**config.mk**
```make
export PLATFORM = sky130hd
export DESIGN_NAME = multi_signal_measure
export DESIGN_NICKNAME = d
export VERILOG_FILES = /design/src/rtl/multi_signal_measure_pkg.sv /design/src/rtl/multi_signal_measure_div.sv /design/src/rtl/multi_signal_measure.sv
export SDC_FILE = /design/constraint.sdc
export NUM_CORES = 1
export LEC_CHECK = 0
export BUFFER_PORTS_ARGS = -buffer_cell sky130_fd_sc_hd__buf_2
export CORE_MARGIN = 4
export CORE_UTILIZATION = 60
export DETAILED_ROUTE_END_ITERATION = 6
export PLACE_DENSITY = 0.84
export SLEW_MARGIN = 5
export SYNTH_ARGS = -nofsm -noshare
export SYNTH_HDL_FRONTEND = slang
export SYNTH_HIERARCHICAL = 1
export SYNTH_SLANG_ARGS = --single-unit
```
**constraint.sdc**
```tcl
create_clock -name clk_i -period 8.8 [get_ports clk_i]
set_input_delay 0.88 -clock clk_i [delete_from_list [all_inputs] [get_ports clk_i]]
set_output_delay 0.88 -clock clk_i [all_outputs]
set_load 0.05 [all_outputs]
```
**src/rtl/multi_signal_measure_pkg.sv**
```systemverilog
// Shared constants for the multi-channel frequency/duty meter: FSM state
// encoding and the divider width rule.
package multi_signal_measure_pkg;

    localparam int DIV_HEADROOM = 8;

    localparam logic [2:0] ST_IDLE  = 3'd0;
    localparam logic [2:0] ST_ARM   = 3'd1;
    localparam logic [2:0] ST_MEAS  = 3'd2;
    localparam logic [2:0] ST_DIV_F = 3'd3;
    localparam logic [2:0] ST_DIV_D = 3'd4;
    localparam logic [2:0] ST_DONE  = 3'd5;

    // Headroom covers CLK_FREQ*255 and high_cnt*100 without overflow.
    function automatic int div_width(input int cnt_w);
        return cnt_w + DIV_HEADROOM;
    endfunction

endpackage

```
**src/rtl/multi_signal_measure_div.sv**
```systemverilog
// Restoring unsigned divider, one quotient bit per clock.
// start_i loads the operands; done_o pulses once the quotient is final.
module multi_signal_measure_div #(
    parameter int W = 40
) (
    input  logic         clk_i,
    input  logic         rst_n_i,
    input  logic         start_i,
    input  logic [W-1:0] dividend_i,
    input  logic [W-1:0] divisor_i,
    output logic [W-1:0] quotient_o,
    output logic         done_o
);

    localparam int CW = $clog2(W + 1);

    logic [W-1:0]  quo_q, quo_d;
    logic [W-1:0]  rem_q, rem_d;
    logic [W-1:0]  dvs_q, dvs_d;
    logic [CW-1:0] cnt_q, cnt_d;
    logic          done_q, done_d;

    logic [W:0]    rem_sh;
    logic [W:0]    diff;
    logic          fits;

    assign rem_sh = {rem_q, quo_q[W-1]};
    assign fits   = (rem_sh >= {1'b0, dvs_q});
    assign diff   = rem_sh - {1'b0, dvs_q};

    always_comb begin
        quo_d  = quo_q;
        rem_d  = rem_q;
        dvs_d  = dvs_q;
        cnt_d  = cnt_q;
        done_d = 1'b0;
        if (start_i) begin
            quo_d = dividend_i;
            rem_d = '0;
            dvs_d = divisor_i;
            cnt_d = CW'(W);
        end else if (cnt_q != '0) begin
            rem_d  = fits ? diff[W-1:0] : rem_sh[W-1:0];
            quo_d  = {quo_q[W-2:0], fits};
            cnt_d  = cnt_q - CW'(1);
            done_d = (cnt_q == CW'(1));
        end
    end

    always_ff @(posedge clk_i or negedge rst_n_i) begin
        if (!rst_n_i) begin
            quo_q  <= '0;
            rem_q  <= '0;
            dvs_q  <= '0;
            cnt_q  <= '0;
            done_q <= 1'b0;
        end else begin
            quo_q  <= quo_d;
            rem_q  <= rem_d;
            dvs_q  <= dvs_d;
            cnt_q  <= cnt_d;
            done_q <= done_d;
        end
    end

    assign quotient_o = quo_q;
    assign done_o     = done_q;

endmodule

```
**src/rtl/multi_signal_measure.sv**
```systemverilog
// Multi-channel frequency/duty meter: measures one synchronised input over
// n whole periods, then derives frequency and duty with a shared divider.
//
// state  | meaning
// IDLE   | waiting for start, outputs hold last result
// ARM    | waiting for first rising edge of selected channel
// MEAS   | counting high/low clocks over n periods
// DIV_F  | dividing CLK_FREQ*n by period sum
// DIV_D  | dividing high*100 by period sum
// DONE   | one-cycle done pulse, results registered on entry
module multi_signal_measure
    import multi_signal_measure_pkg::*;
#(
    parameter int CLK_FREQ    = 50_000_000,
    parameter int NUM_CH      = 4,
    parameter int CNT_W       = 32,
    parameter int TIMEOUT_CYC = 50_000_000,
    parameter int SYNC_STAGES = 2
) (
    input  logic                      clk_i,
    input  logic                      rst_n_i,
    input  logic                      start_i,
    input  logic [$clog2(NUM_CH)-1:0] ch_sel_i,
    input  logic [7:0]                n_periods_i,
    input  logic [NUM_CH-1:0]         sig_in_i,
    output logic                      busy_o,
    output logic                      done_o,
    output logic                      timeout_o,
    output logic [CNT_W-1:0]          freq_o,
    output logic [7:0]                duty_o,
    output logic [CNT_W-1:0]          high_cnt_o,
    output logic [CNT_W-1:0]          low_cnt_o
);

    localparam int DIV_W = div_width(CNT_W);
    localparam int TO_W  = $clog2(TIMEOUT_CYC + 1);
    localparam int CH_W  = $clog2(NUM_CH);
    localparam logic [DIV_W-1:0] CLK_FREQ_W = DIV_W'(CLK_FREQ);

    logic [NUM_CH-1:0] sync_q [SYNC_STAGES];
    logic              sig_s;
    logic              sig_d_q, sig_d_d;
    logic              rise;

    logic [2:0]        state_q, state_d;
    logic [CH_W-1:0]   ch_q, ch_d;
    logic [7:0]        n_q, n_d;
    logic [7:0]        ecnt_q, ecnt_d;
    logic [CNT_W-1:0]  hcnt_q, hcnt_d;
    logic [CNT_W-1:0]  lcnt_q, lcnt_d;
    logic [TO_W-1:0]   tcnt_q, tcnt_d;
    logic [CNT_W-1:0]  freq_tmp_q, freq_tmp_d;
    logic              div_start_q, div_start_d;
    logic [DIV_W-1:0]  div_a_q, div_a_d;
    logic [DIV_W-1:0]  div_b_q, div_b_d;

    logic              timeout_q, timeout_d;
    logic [CNT_W-1:0]  freq_q, freq_d;
    logic [7:0]        duty_q, duty_d;
    logic [CNT_W-1:0]  high_q, high_d;
    logic [CNT_W-1:0]  low_q, low_d;

    logic [DIV_W-1:0]  div_quo;
    logic              div_done;

    logic [CNT_W-1:0]  hcnt_inc, lcnt_inc;
    logic [DIV_W-1:0]  period_sum, freq_num, duty_num;
    logic [CNT_W-1:0]  freq_sat;
    logic              last_edge, timeout_hit;

    always_ff @(posedge clk_i or negedge rst_n_i) begin
        if (!rst_n_i) begin
            for (int i = 0; i < SYNC_STAGES; i++) sync_q[i] <= '0;
        end else begin
            sync_q[0] <= sig_in_i;
            for (int i = 1; i < SYNC_STAGES; i++) sync_q[i] <= sync_q[i-1];
        end
    end

    assign sig_s = sync_q[SYNC_STAGES-1][ch_q];
    assign rise  = sig_s & ~sig_d_q;

    // Preload the edge register from the newly selected channel so a channel
    // switch cannot look like a rising edge in the first ARM cycle.
    assign sig_d_d = (state_q == ST_IDLE && start_i) ?
                     sync_q[SYNC_STAGES-1][ch_sel_i] : sig_s;

    assign hcnt_inc    = (&hcnt_q) ? hcnt_q : hcnt_q + CNT_W'(1);
    assign lcnt_inc    = (&lcnt_q) ? lcnt_q : lcnt_q + CNT_W'(1);
    assign period_sum  = {{(DIV_W-CNT_W){1'b0}}, hcnt_q} + {{(DIV_W-CNT_W){1'b0}}, lcnt_q};
    assign freq_num    = CLK_FREQ_W * {{(DIV_W-8){1'b0}}, n_q};
    assign duty_num    = {{(DIV_W-CNT_W){1'b0}}, hcnt_q} * DIV_W'(100);
    assign freq_sat    = (|div_quo[DIV_W-1:CNT_W]) ? '1 : div_quo[CNT_W-1:0];
    assign last_edge   = ({1'b0, ecnt_q} + 9'd1) == {1'b0, n_q};
    assign timeout_hit = (tcnt_q == TO_W'(TIMEOUT_CYC - 1));

    always_comb begin
        state_d     = state_q;
        ch_d        = ch_q;
        n_d         = n_q;
        ecnt_d      = ecnt_q;
        hcnt_d      = hcnt_q;
        lcnt_d      = lcnt_q;
        tcnt_d      = tcnt_q;
        freq_tmp_d  = freq_tmp_q;
        div_start_d = 1'b0;
        div_a_d     = div_a_q;
        div_b_d     = div_b_q;
        timeout_d   = timeout_q;
        freq_d      = freq_q;
        duty_d      = duty_q;
        high_d      = high_q;
        low_d       = low_q;

        case (state_q)
            ST_IDLE: begin
                if (start_i) begin
                    ch_d    = ch_sel_i;
                    n_d     = (n_periods_i == 8'd0) ? 8'd1 : n_periods_i;
                    tcnt_d  = '0;
                    hcnt_d  = '0;
                    lcnt_d  = '0;
                    ecnt_d  = '0;
                    state_d = ST_ARM;
                end
            end
            ST_ARM, ST_MEAS: begin
                if (timeout_hit) begin
                    timeout_d = 1'b1;
                    freq_d    = '0;
                    duty_d    = '0;
                    high_d    = hcnt_q;
                    low_d     = lcnt_q;
                    state_d   = ST_DONE;
                end else begin
                    tcnt_d = tcnt_q + TO_W'(1);
                    if (state_q == ST_ARM) begin
                        if (rise) begin
                            hcnt_d  = CNT_W'(1);
                            lcnt_d  = '0;
                            ecnt_d  = '0;
                            state_d = ST_MEAS;
                        end
                    end else if (rise) begin
                        if (last_edge) begin
                            div_start_d = 1'b1;
                            div_a_d     = freq_num;
                            div_b_d     = period_sum;
                            state_d     = ST_DIV_F;
                        end else begin
                            ecnt_d = ecnt_q + 8'd1;
                            hcnt_d = hcnt_inc;
                        end
                    end else if (sig_s) begin
                        hcnt_d = hcnt_inc;
                    end else begin
                        lcnt_d = lcnt_inc;
                    end
                end
            end
            ST_DIV_F: begin
                if (div_done) begin
                    freq_tmp_d  = freq_sat;
                    div_start_d = 1'b1;
                    div_a_d     = duty_num;
                    div_b_d     = period_sum;
                    state_d     = ST_DIV_D;
                end
            end
            ST_DIV_D: begin
                if (div_done) begin
                    timeout_d = 1'b0;
                    freq_d    = freq_tmp_q;
                    duty_d    = div_quo[7:0];
                    high_d    = hcnt_q;
                    low_d     = lcnt_q;
                    state_d   = ST_DONE;
                end
            end
            ST_DONE: state_d = ST_IDLE;
            default: state_d = ST_IDLE;
        endcase
    end

    always_ff @(posedge clk_i or negedge rst_n_i) begin
        if (!rst_n_i) begin
            sig_d_q     <= 1'b0;
            state_q     <= ST_IDLE;
            ch_q        <= '0;
            n_q         <= 8'd1;
            ecnt_q      <= '0;
            hcnt_q      <= '0;
            lcnt_q      <= '0;
            tcnt_q      <= '0;
            freq_tmp_q  <= '0;
            div_start_q <= 1'b0;
            div_a_q     <= '0;
            div_b_q     <= '0;
            timeout_q   <= 1'b0;
            freq_q      <= '0;
            duty_q      <= '0;
            high_q      <= '0;
            low_q       <= '0;
        end else begin
            sig_d_q     <= sig_d_d;
            state_q     <= state_d;
            ch_q        <= ch_d;
            n_q         <= n_d;
            ecnt_q      <= ecnt_d;
            hcnt_q      <= hcnt_d;
            lcnt_q      <= lcnt_d;
            tcnt_q      <= tcnt_d;
            freq_tmp_q  <= freq_tmp_d;
            div_start_q <= div_start_d;
            div_a_q     <= div_a_d;
            div_b_q     <= div_b_d;
            timeout_q   <= timeout_d;
            freq_q      <= freq_d;
            duty_q      <= duty_d;
            high_q      <= high_d;
            low_q       <= low_d;
        end
    end

    multi_signal_measure_div #(
        .W(DIV_W)
    ) u_div (
        .clk_i      (clk_i),
        .rst_n_i    (rst_n_i),
        .start_i    (div_start_q),
        .dividend_i (div_a_q),
        .divisor_i  (div_b_q),
        .quotient_o (div_quo),
        .done_o     (div_done)
    );

    assign busy_o     = (state_q != ST_IDLE) && (state_q != ST_DONE);
    assign done_o     = (state_q == ST_DONE);
    assign timeout_o  = timeout_q;
    assign freq_o     = freq_q;
    assign duty_o     = duty_q;
    assign high_cnt_o = high_q;
    assign low_cnt_o  = low_q;

endmodule

```
Word level (Yosys, flattened, before mapping)
Index checks and enable logic that the tools add are counted.

Register bits after elaboration: 465. Input port bits: 17. Output and inout port bits: 107.

$add $sub $neg: 8. Multipliers: 2. Magnitude comparators: 3. Eq/ne operators: 26. Multiplexer cells: 84. Bitwise logic cells: 2. Reductions and logical operators: 23.

Operators with widths (count): 32-bit two-way mux (21); 40-bit two-way mux (15); 32-bit one-hot mux with 2 select lines (5); 40-bit one-hot mux with 2 select lines (2); 8-bit two-way mux (9); 32-bit by 1-bit adder with 32-bit output, second input constant (2); 32-bit AND reduction (2); 26-bit two-way mux (2); 26-bit one-hot mux with 2 select lines (1); 41-bit by 40-bit greater-or-equal comparator with 1-bit output (1); 40-bit subtractor (1); 32-bit by 5-bit multiplier with 37-bit output, second input constant (1); 32-bit by 32-bit adder with 33-bit output (1); 8-bit one-hot mux with 2 select lines (2); 19-bit by 8-bit multiplier with 27-bit output, first input constant (1); 26-bit by 1-bit adder with 26-bit output, second input constant (1); 26-bit equality test, second input constant (1); 3-bit two-way mux (8); 3-bit != test, second input constant (8); 1-bit two-way mux (12); 6-bit two-way mux (2); 2-bit != test, second input constant (6); 3-bit one-hot mux with 4 select lines (1); 6-bit AND reduction (2); 27 further kinds (41).

Logic depth before layout (Yosys ltp)
Word-level depth: 7. Depth in mapped cells: 18. Gate-level depth less buffers: 18.

Cells and area by module
The synthesis kept the hierarchy.

Modules (own cells, without submodules): multi_signal_measure (instances 1, cells each 2314, area each 21344.2 µm², sequential area each 8209.1 µm²); multi_signal_measure_div (instances 1, cells each 951, area each 8007.7 µm², sequential area each 3178.0 µm²).

Worst setup path before layout
No wires, ideal clock.

Path type: register to register. Start: reg n_q[6]. End: reg div_a_q[27]. Arrival: 4704 ps. Required time: 8671 ps. Slack: 3966 ps. Stages on the path, launching flop included: 18. Clock period less this slack: 4834 ps. Path through: dfrtp_1 fa_1 inv_1 fa_1 inv_1 fa_1 inv_1 fa_1 inv_1 ha_1 a2111oi_0 o21ai_0 a31oi_1 o21ai_0 a221oi_1 xnor2_1 a22oi_1 a31oi_1.

Cells in the longest elaborated chain, start to end: 6.

Ends and longest elaborated chain: start, declared (line multi_signal_measure.sv:47) `logic [7:0] n_q, n_d;`; start signal, assigned (line multi_signal_measure.sv:208) `n_q <= n_d;`; 19-bit by 8-bit multiplier with 27-bit output (line multi_signal_measure.sv:91) `assign freq_num = CLK_FREQ_W * {{(DIV_W-8){1'b0}}, n_q};`; 40-bit two-way mux (line multi_signal_measure.sv:145) `if (last_edge) begin`; 40-bit two-way mux (line multi_signal_measure.sv:144) `end else if (rise) begin`; 40-bit two-way mux (line multi_signal_measure.sv:137) `if (state_q == ST_ARM) begin`; 40-bit two-way mux (line multi_signal_measure.sv:128) `if (timeout_hit) begin`; 40-bit one-hot mux with 2 select lines (line multi_signal_measure.sv:115) `case (state_q)`; end signal, assigned (line multi_signal_measure.sv:215) `div_a_q <= div_a_d;`; end, declared (line multi_signal_measure.sv:54) `logic [DIV_W-1:0] div_a_q, div_a_d;`.

Several ways; a longest one is shown, not always the timed one. The select of a mux whose other input is x is not followed. A chain may end at the register's enable or synchronous reset.

Worst setup path in the final report
Same ends and word-level chain as after synthesis.

==> flow_metrics.py <==
metrics = {
    "global_routing": {
        "grt-ovfl-total": 0,
        "grt_antenna_before_repair": 2,
        "first_global_vias": 22727,
        "grt_max_degree": 152,
        "grt_pass1_wl_mm": 119,
        "grt_usage": 0.275,
    },
    "setup_path": {
        "slowest_delay_ns": 0.62,
        "regToRegSetupSlack_ns": 3.35,
        "critical_path.top_delay_family": "adder cells",
        "cp.required_ns": 9.21,
        "arrival_ns": 5.86,
        "critical_path.endpoint_type": "flip-flop",
        "path_buf_inv": 4,
        "path_cells": "fa_1, inv_1, fa_1, inv_1, fa_1, inv_1, fa_1, inv_1, ha_1, a2111oi_0, o21ai_0, a31oi_1, o21ai_0, a221oi_1, xnor2_1, a22oi_1, a31oi_1",
        "cpMaxStageDelayCell": "fa_1",
        "critPathLaunchType": "flip-flop",
        "r2r_cells": 17,
        "crit_fanout": 10,
        "rr_endpoint": "div_a_q[27]$_DFFE_PN0P_",
        "r2r-start": "n_q[6]$_DFFE_PN0P_",
        "path_class": "flip-flop to flip-flop",
    },
    "cts": {
        "h-tree-depth": 2,
        "clock_latency_ns": 0.59,
        "cts_root_buf": "clkbuf_16",
        "ctsHoldBuffers": 0,
        "clock-sinks": 455,
        "cts_buffers": 47,
        "clk_pin_slew_worst_paths_ns": 0.06,
        "post_cts_buffers": 0,
        "cts.repair.resized": 0,
        "cts_max_path_buffers": 3,
        "cts_tree": "built",
    },
    "routing": {
        "wl_per_cell_um": 18.3,
        "viasPerCell": 5.99,
        "drtIter0Drc": 1973,
        "route.detailed.drc": 0,
        "wirelength_mm": 73.0,
        "ant_nets": 0,
        "firstDrtPassIters": 6,
        "vias": 23866,
    },
    "placement": {
        "globalplace.congestion": 0.955,
        "dp_slack_ns": 3.41,
        "dpl.hpwl_mm": 52.9,
        "portBuffers": 123,
        "dp_cells": 3896,
    },
    "sta": {
        "fmax_mhz": 184,
        "min_period_over_period": 0.619,
        "max_slew_margin": 0.207,
        "min_period_ns": 5.45,
        "hold_viol_final": 0,
        "final.setup.worst_slack_ns": 3.35,
        "tightest_slew_ns": 1.19,
        "skew_ns": 0.0158,
        "rsz0062_at_grt": "no",
        "fin_tns_setup_ns": 0,
        "final_max_slew_viol_count": 0,
        "setup_violations": 0,
    },
    "finish": {
        "layout_common_cells": "453 x dfrtp_1, 435 x nand2_1, 332 x o21ai_0",
        "layout.nets": 3644,
        "multi_input_area_sq_um": 16300,
        "final_common_cell": "dfrtp_1",
        "drive_gt1_frac": 0.0909,
        "final_core_util": 0.667,
        "register_area_sq_um": 11400,
        "fill_cells": 3809,
        "final_cells": 3983,
        "synthToLayoutAreaGrowth_pct": 9.21,
    },
    "synth": {
        "ys_warn_count": 6,
        "synth_async_sr_flop_share": 1.00,
        "yosys.area.top_type": "dfrtp_1",
        "netlist.area_leader.share": 0.387,
        "seq_area_frac_synth": 0.388,
        "synth_edf_count": 0,
        "synthFlopType": "dfrtp_1",
        "syn_inst": 3265,
        "avgSynthCellArea_sq_um": 8.99,
        "synth_cell_types": 87,
        "syn_area_sq_um": 29400,
        "synthTopCellsByArea": "dfrtp_1 39%, ha_1 9.7%, o21ai_0 5.7%",
        "ys_ff_latch": 455,
    },
    "floorplan": {
        "start_util": 0.611,
        "ios": 124,
        "dieWidth_um": 229,
        "dieHeight_um": 229,
        "core_sq_um": 48000,
        "rows": 80,
        "dieArea_sq_um": 52500,
    },
    "job": {
        "drv_cap": 0,
    },
    "min_path": {
        "hold_class": "primary input to asynchronous set/reset pin",
    },
    "run_status": {
        "status": "complete, no violations",
    },
}
-- how the worst max path moves through the flow --
stage | startpoint | to | slack, ns | cells after the start
after global routing | n_q[6]$_DFFE_PN0P_ | div_a_q[27]$_DFFE_PN0P_ | 2.96 | 17
after detailed placement | n_q[6]$_DFFE_PN0P_ | div_a_q[27]$_DFFE_PN0P_ | 3.41 | 17
after global placement | n_q[6]$_DFFE_PN0P_ | div_a_q[27]$_DFFE_PN0P_ | 3.51 | 17
final | n_q[6]$_DFFE_PN0P_ | div_a_q[27]$_DFFE_PN0P_ | 3.35 | 17
after CTS | n_q[6]$_DFFE_PN0P_ | div_a_q[27]$_DFFE_PN0P_ | 3.39 | 17
after floorplan | n_q[6]$_DFFE_PN0P_ | div_a_q[27]$_DFFE_PN0P_ | 3.97 | 17
-- kinds of logic (layout without fill, tap and decap cells) --
family                   Yosys count  after routing  share of synthesized area
adder cells (fa/ha/maj)          297            297                      0.145
other                              1             11                   0.000128
AND/OR/NAND/NOR                  987            987                      0.153
buffers and inverters            448            541                     0.0590
AO/OA/AOI/OAI                    835            835                      0.176
flip-flops                       455            455                      0.388
XOR/XNOR                         148            148                     0.0442
multiplexers                      94             94                     0.0347
-- synthesized netlist by cell type (12+ instances only) --
cell and instances:
and2_1 23, a311oi_1 28, and4_1 12, nand2_1 435, nand3_1 78, o22a_1 33
and3_1 24, ha_1 227, mux2i_1 49, nor3_1 30, a21oi_1 169, nor4_1 15
nor2_1 231, o21ai_0 333, dfrtp_1 454, fa_1 70, o21bai_1 21, a211oi_1 27
o21a_1 18, inv_1 306, clkbuf_1 112, xor2_1 73, or3_1 19, o31ai_1 26
a31oi_1 34, nand2b_1 29, xnor2_1 75, a21o_1 44, nand4_1 32, mux2_2 43
nor2b_1 15
-- routing by layer --
layer,GRT usage,routed length (um),share of wire
met3,0.0431,4560,0.063
met5,0,0,0
met2,0.423,32600,0.45
met4,0.0871,2420,0.033
met1,0.402,33400,0.46
-- registers in the layout, summed over array words and instances, names as in the netlist, 2 cells and up --
signal,count
n_q,8
state_q,3
u_div/cnt_q,6
u_div/dvs_q,40
u_div/quotient_o,40
freq_tmp_q,32
hcnt_q,32
div_a_q,37
ch_q,2
lcnt_q,32
ecnt_q,8
duty_o,8
freq_o,32
sync_q,8
high_cnt_o,32
div_b_q,33
low_cnt_o,32
tcnt_q,26
u_div/rem_q,40
-- worst reg2reg max path, delay by kind of cell (launching register included) --
kind,cells,cell delay [ns]
AOI/OAI and AO/OA,7,1.76
xor gates and xnor gates,1,0.10
adders and majority gates,5,2.55
buffers and inverters,4,0.31
DFF,1,0.55
-- area by class of cell --
cell class,count,share of cell area
Antenna cell,1,0.0000781
Clock buffer,67,0.0419
Clock inverter,19,0.00847
Inverter,308,0.0361
Multi-Input combinational cell,2371,0.508
Sequential cell,455,0.355
Tap cell,615,0.0240
Timing Repair Buffer,147,0.0259
-- stage by stage --
step           area (sq um)  hold WS (ns)
2_1_floorplan         29400         0.331
3_3_place_gp          30400         0.333
3_5_place_dp          30400         0.335
4_1_cts               32100         0.324
5_1_grt               32100         0.344
6_report              32100         0.290
Power is left out: the tool's default activity adds up to more than one toggle a clock period on the data nets, which glitch-free logic cannot reach.
